`config.mk`:
```
export PLATFORM = sky130hd
export DESIGN_NAME = data_mem_responder
export DESIGN_NICKNAME = d
export VERILOG_FILES = /design/src/rtl/data_mem_responder.sv
export SDC_FILE = /design/constraint.sdc
export NUM_CORES = 2
export LEC_CHECK = 0
export ABC_AREA = 0
export CORE_MARGIN = 4
export CORE_UTILIZATION = 50
export DETAILED_ROUTE_END_ITERATION = 10
export PLACE_DENSITY = 0.68
export SETUP_SLACK_MARGIN = 0.5
export SLEW_MARGIN = 20
export SYNTH_ARGS = -nofsm -noshare
export SYNTH_HDL_FRONTEND = slang
export SYNTH_SLANG_ARGS = --single-unit
```
`constraint.sdc`:
```
create_clock -name clk -period 2.8 [get_ports clk]
set_input_delay 0.28 -clock clk [delete_from_list [all_inputs] [get_ports clk]]
set_output_delay 0.28 -clock clk [all_outputs]
set_load 0.02 [all_outputs]
```
`src/rtl/data_mem_responder.sv`:
```
// data_mem_responder
//   Target end of the pipeline's data-memory port. This is a word-organised memory with a
//   valid/ready request channel and a valid/ready response channel. Each access is followed
//   by LATENCY wait states. Writes are merged per byte. Accesses that are misaligned or out
//   of range are answered with an error.
//
// Parameters
//   DEPTH    number of 32-bit words (power of 2, 4..1024)
//   LATENCY  wait-state cycles between request accept and response (0..15)
//
// Ports
//   clk, rst_n                  clock, asynchronous active-low reset
//   req_valid / req_ready       request handshake (ready only while idle)
//   req_write, req_addr,
//   req_wdata, req_be           request payload (byte address, byte enables)
//   rsp_valid / rsp_ready       response handshake
//   rsp_rdata, rsp_error        registered response payload, stable while rsp_valid
//   busy                        transaction in flight, used as the pipeline stall
module data_mem_responder #(
  parameter int unsigned DEPTH   = 64,
  parameter int unsigned LATENCY = 2
) (
  input  logic        clk,
  input  logic        rst_n,
  input  logic        req_valid,
  output logic        req_ready,
  input  logic        req_write,
  input  logic [31:0] req_addr,
  input  logic [31:0] req_wdata,
  input  logic [3:0]  req_be,
  output logic        rsp_valid,
  input  logic        rsp_ready,
  output logic [31:0] rsp_rdata,
  output logic        rsp_error,
  output logic        busy
);

  localparam int unsigned AW        = $clog2(DEPTH);
  localparam logic [3:0]  CntInit   = (LATENCY > 0) ? 4'(LATENCY - 1) : 4'd0;
  localparam logic [31:0] AddrLimit = 32'(4 * DEPTH);

  typedef enum logic [1:0] {StIdle, StWait, StResp} state_e;

  state_e      state_q, state_d;
  logic [3:0]  cnt_q, cnt_d;
  logic        write_q;
  logic [31:0] addr_q, wdata_q;
  logic [3:0]  be_q;
  logic [31:0] rdata_q, rdata_d;
  logic        error_q, error_d;
  logic        accept, commit;

  logic [31:0] mem_q [DEPTH];

  // The commit source is the live request when LATENCY is 0, because the commit then happens
  // on the accept edge. Otherwise it is the captured request.
  logic          c_write;
  logic [31:0]   c_addr, c_wdata;
  logic [3:0]    c_be;
  logic [AW-1:0] c_idx;
  logic          c_err;
  logic          mem_we;

  always_comb begin
    if (state_q == StIdle) begin
      c_write = req_write;
      c_addr  = req_addr;
      c_wdata = req_wdata;
      c_be    = req_be;
    end else begin
      c_write = write_q;
      c_addr  = addr_q;
      c_wdata = wdata_q;
      c_be    = be_q;
    end
  end

  assign c_idx = c_addr[AW+1:2];
  assign c_err = (c_addr[1:0] != 2'b00) || (c_addr >= AddrLimit);

  always_comb begin
    state_d = state_q;
    cnt_d   = cnt_q;
    rdata_d = rdata_q;
    error_d = error_q;
    accept  = 1'b0;
    commit  = 1'b0;
    unique case (state_q)
      StIdle: begin
        if (req_valid) begin
          accept = 1'b1;
          if (LATENCY == 0) begin
            commit  = 1'b1;
            state_d = StResp;
          end else begin
            cnt_d   = CntInit;
            state_d = StWait;
          end
        end
      end
      StWait: begin
        if (cnt_q == 4'd0) begin
          commit  = 1'b1;
          state_d = StResp;
        end else begin
          cnt_d = cnt_q - 4'd1;
        end
      end
      StResp: begin
        if (rsp_ready) begin
          state_d = StIdle;
          rdata_d = '0;
          error_d = 1'b0;
        end
      end
      default: state_d = StIdle;
    endcase
    if (commit) begin
      rdata_d = (c_err || c_write) ? 32'd0 : mem_q[c_idx];
      error_d = c_err;
    end
  end

  // Gate the write with rst_n. With LATENCY == 0, a request held during reset must not commit.
  assign mem_we = commit && c_write && !c_err && rst_n;

  always_ff @(posedge clk or negedge rst_n) begin
    if (!rst_n) begin
      state_q <= StIdle;
      cnt_q   <= 4'd0;
      rdata_q <= '0;
      error_q <= 1'b0;
      write_q <= 1'b0;
      addr_q  <= '0;
      wdata_q <= '0;
      be_q    <= '0;
    end else begin
      state_q <= state_d;
      cnt_q   <= cnt_d;
      rdata_q <= rdata_d;
      error_q <= error_d;
      if (accept) begin
        write_q <= req_write;
        addr_q  <= req_addr;
        wdata_q <= req_wdata;
        be_q    <= req_be;
      end
    end
  end

  // Array contents survive reset.
  always_ff @(posedge clk) begin
    if (mem_we) begin
      for (int unsigned i = 0; i < 4; i++) begin
        if (c_be[i]) mem_q[c_idx][8*i +: 8] <= c_wdata[8*i +: 8];
      end
    end
  end

  assign req_ready = (state_q == StIdle);
  assign busy      = (state_q != StIdle);
  assign rsp_valid = (state_q == StResp);
  assign rsp_rdata = rdata_q;
  assign rsp_error = error_q;

endmodule

```
==> results by group <==
STA
  • Worst setup margin: -236 ps
  • Final max-slew violation count: 0
  • Hold Vio Cnt, Final: 0
  • Fmax: 0.329 GHz
  • Post-route minimum period: 3040 ps
  • Skew final: 36.3 ps
  • Worst-Margin Slew: between 800 and 900 ps
  • Slew margin rel.: 42.1%
  • Fin crit share: 108%
  • RSZ-0062 raised after global routing: yes
  • Setup tns final: -23210 ps
  • Final setup fails: 530

Cells and area
  • Non-Filler Instances: between 9000 and 10000
  • Layout cells sized above 1: 33.9%
  • Final core occ: 68.3%
  • Nets: 6974
  • Synth-to-Final Area Change: 35.6%

Placed design
  • Placed instance count: about 8600
  • GPL Wtd Cong: 0.921
  • HPWL after DPL: 175000 um
  • PortBufs: around 110

Critical path
  • Delay-heaviest family, CP: simple AND/OR/NAND/NOR gates
  • Critical path peak fanout: 8
  • Cell mode on critical path: buf_4
  • Critical path arrival: 3760 ps
  • Critical path class: reg2reg
  • CP startpoint kind: flip-flop
  • Cells along the critical path: buf_12, or3b_4, nand2_8, buf_6, mux2_4, a222oi_1, a31oi_1, buf_4, nor4bb_4, buf_4, o211ai_1
  • Worst path slowest cell: or3b_4
  • Max incr delay on CP: about 480 ps
  • WP buf/inv: 4
  • Crit end category: flip-flop
  • Critical Path RT: 3530 ps

Route
  • Routed Antenna Nets: 0
  • Via Count: 60274
  • WL final: 288000 um
  • Vias per cell: 6.49
  • Number of DRC markers in iteration 0: 8910
  • Post-DR wirelength/cell: 31.0 um
  • 1st-pass router iterations: 7
  • DRC viols: 0

Yosys
  • #FFs+latches synth: 2156
  • Biggest area consumer among synthesized cells: edfxtp_1
  • Synthesized area: 83200 um^2
  • EDFF count, synth: 2048
  • Synth area leaders: edfxtp_1, nand2_1, dfrtp_1, o22ai_1, a21oi_1
  • Cells after Synth: 5551
  • Ys flop type: edfxtp_1
  • Syn Nets: around 5600
  • Share of the synthesized area in the top cell type: 74.0%
  • Sequential share of the synthesized area: 77.2%
  • Avg Cell Area, Syn: 15.0 um^2
  • Yosys warning total: 0
  • Async set or reset register ratio after synthesis: around 5%
  • Library cells used by synthesis: a little over 90
  • Top-count cell post-synth: edfxtp_1
  • Synth cell count leaders: edfxtp_1, nand2_1, o22ai_1

Power and ir drop
  • Pwr Total: ~0.14 W
  • Leakage: 40.6 nW
  • P per Cell Area: 1200 nW/um^2
  • Peak supply drop: 0.00197 V

GRT
  • Largest net degree at the start of global routing: 65
  • Initial antenna violation count: 9
  • First-pass GRT wire length: between 300000 and 400000 um
  • Vias in the first global route: 57855
  • Congestion Overflow GR: 0
  • Total Routing Usage GR: about a third

Outcome
  • Failing checks: setup timing
  • Status: finished with violations

CTS
  • H-tree depth: 4
  • Worst-path clk slew: 60 ps
  • CTS tree: built
  • Root Buffer: clkbuf_16
  • Skew-Pair Late Insertion Delay: 860 ps
  • CTS buffer count: between 200 and 250
  • Clock sink count: 2156
  • Clock buffer depth: 3

Floorplanning
  • Starting density of the core: 50.3%
  • Die area: approximately 170000 um^2
  • Number of placement rows: 149
  • Die Wd: 416 um
  • IO Pins: 109
  • Core ar.: 165000 um^2
  • Die Y-Extent: 416 um

Run
  • Max-cap violations: 0

Hold path
  • Worst Hold Class: in2reg
## registers in the layout, summed over array words and instances (netlist names)
| register | count |
|---|---|
| rsp_rdata | 32 |
| addr_q | 32 |
| wdata_q | 32 |
| write_q | 1 |
| cnt_q | 4 |
| mem_q | 2048 |
| state_q | 2 |
| rsp_error | 1 |
| be_q | 4 |
## layout make-up
type | instances | area [um^2]
Antenna cell | 7 | 17.5
Clock buffer | 278 | 5810
Clock inverter | 120 | 1110
Fill cell | 10335 | 52400
Inverter | 8 | 42.5
Multi-Input combinational cell | 2982 | 21300
Sequential cell | 2156 | 64200
Tap cell | 2189 | 2740
Timing Repair Buffer | 1541 | 17600
## layer usage
metal	wire, um	track usage (%)	vias up
met1	99100	42.2	29948
met3	38500	7.07	987
met2	132000	48.7	4693
li1	-	-	24640
met4	18500	15.4	6
met5	46	0	-
## worst paths after layout
| kind | startpoint | endpoint | slack [ps] | cells after the start |
|---|---|---|---|---|
| setup / recovery | state_q[0] | rsp_rdata[30] | -240 | 11 |
| hold / removal | req_addr[27] | addr_q[27] | 30 | 2 |
| setup reg to reg | state_q[0] | rsp_rdata[30] | -240 | 11 |
| hold reg to reg | wdata_q[0] | wdata_q[0] | 510 | 1 |
| max in group asynchronous | rst_n | state_q[0] | 1440 | 4 |
| min in group asynchronous | rst_n | rsp_rdata[28] | 60 | 3 |
## kinds of logic after synthesis
group           synth area share, %
fa+ha+maj                    0.0301
mux                            1.62
xor+xnor                     0.0211
buf+inv                        2.41
compound gates                 10.5
simple gates                   8.24
flops                          77.2
## report_power, final
group	leakage [nW]	internal (W)	total (W)	switching [W]
Combinational	17.4	0.0252	0.0641	0.0390
Clock	3.39	0.0162	0.0285	0.0123
Sequential	19.8	0.0427	0.0431	0.000395
## placed cells by master (no fill, tap or decap), drive strengths merged, types with 108 or more instances in the layout
cell,synthesis,routed
edfxtp,2048,2048
a21oi,289,289
nand2,831,833
buf,279,1412
nor3,251,251
dfrtp,108,108
o22ai,381,381
clkbuf,128,294
nor2,237,237
a32oi,113,113
## worst register-to-register path: cells and delay by family, from the launching register on
family	cells	cell delay, ps
and+or+nand+nor	3	920
buffers and inverters	4	650
AOI/OAI and AO/OA	3	620
DFF	1	440
muxes	1	300
## repair_timing
action	4_1_cts	5_1_grt
setup endpoints to repair	2160	2206
gates cloned	21	18
hold buffers	1	0
setup buffers	102	119
hold endpoints to repair	16	0
gates resized for setup	304	434
pin swaps	96	166
## through the flow
step	hold slack, ps	area, um^2	setup slack, ps
after floorplan	-15.6	85400	-186
after global placement	367	99200	-808
after detailed placement	363	99200	-914
after CTS	11.3	109000	-180
after global routing	19.6	113000	-295
final	33.3	113000	-236
(Power assumes the default switching activity.)
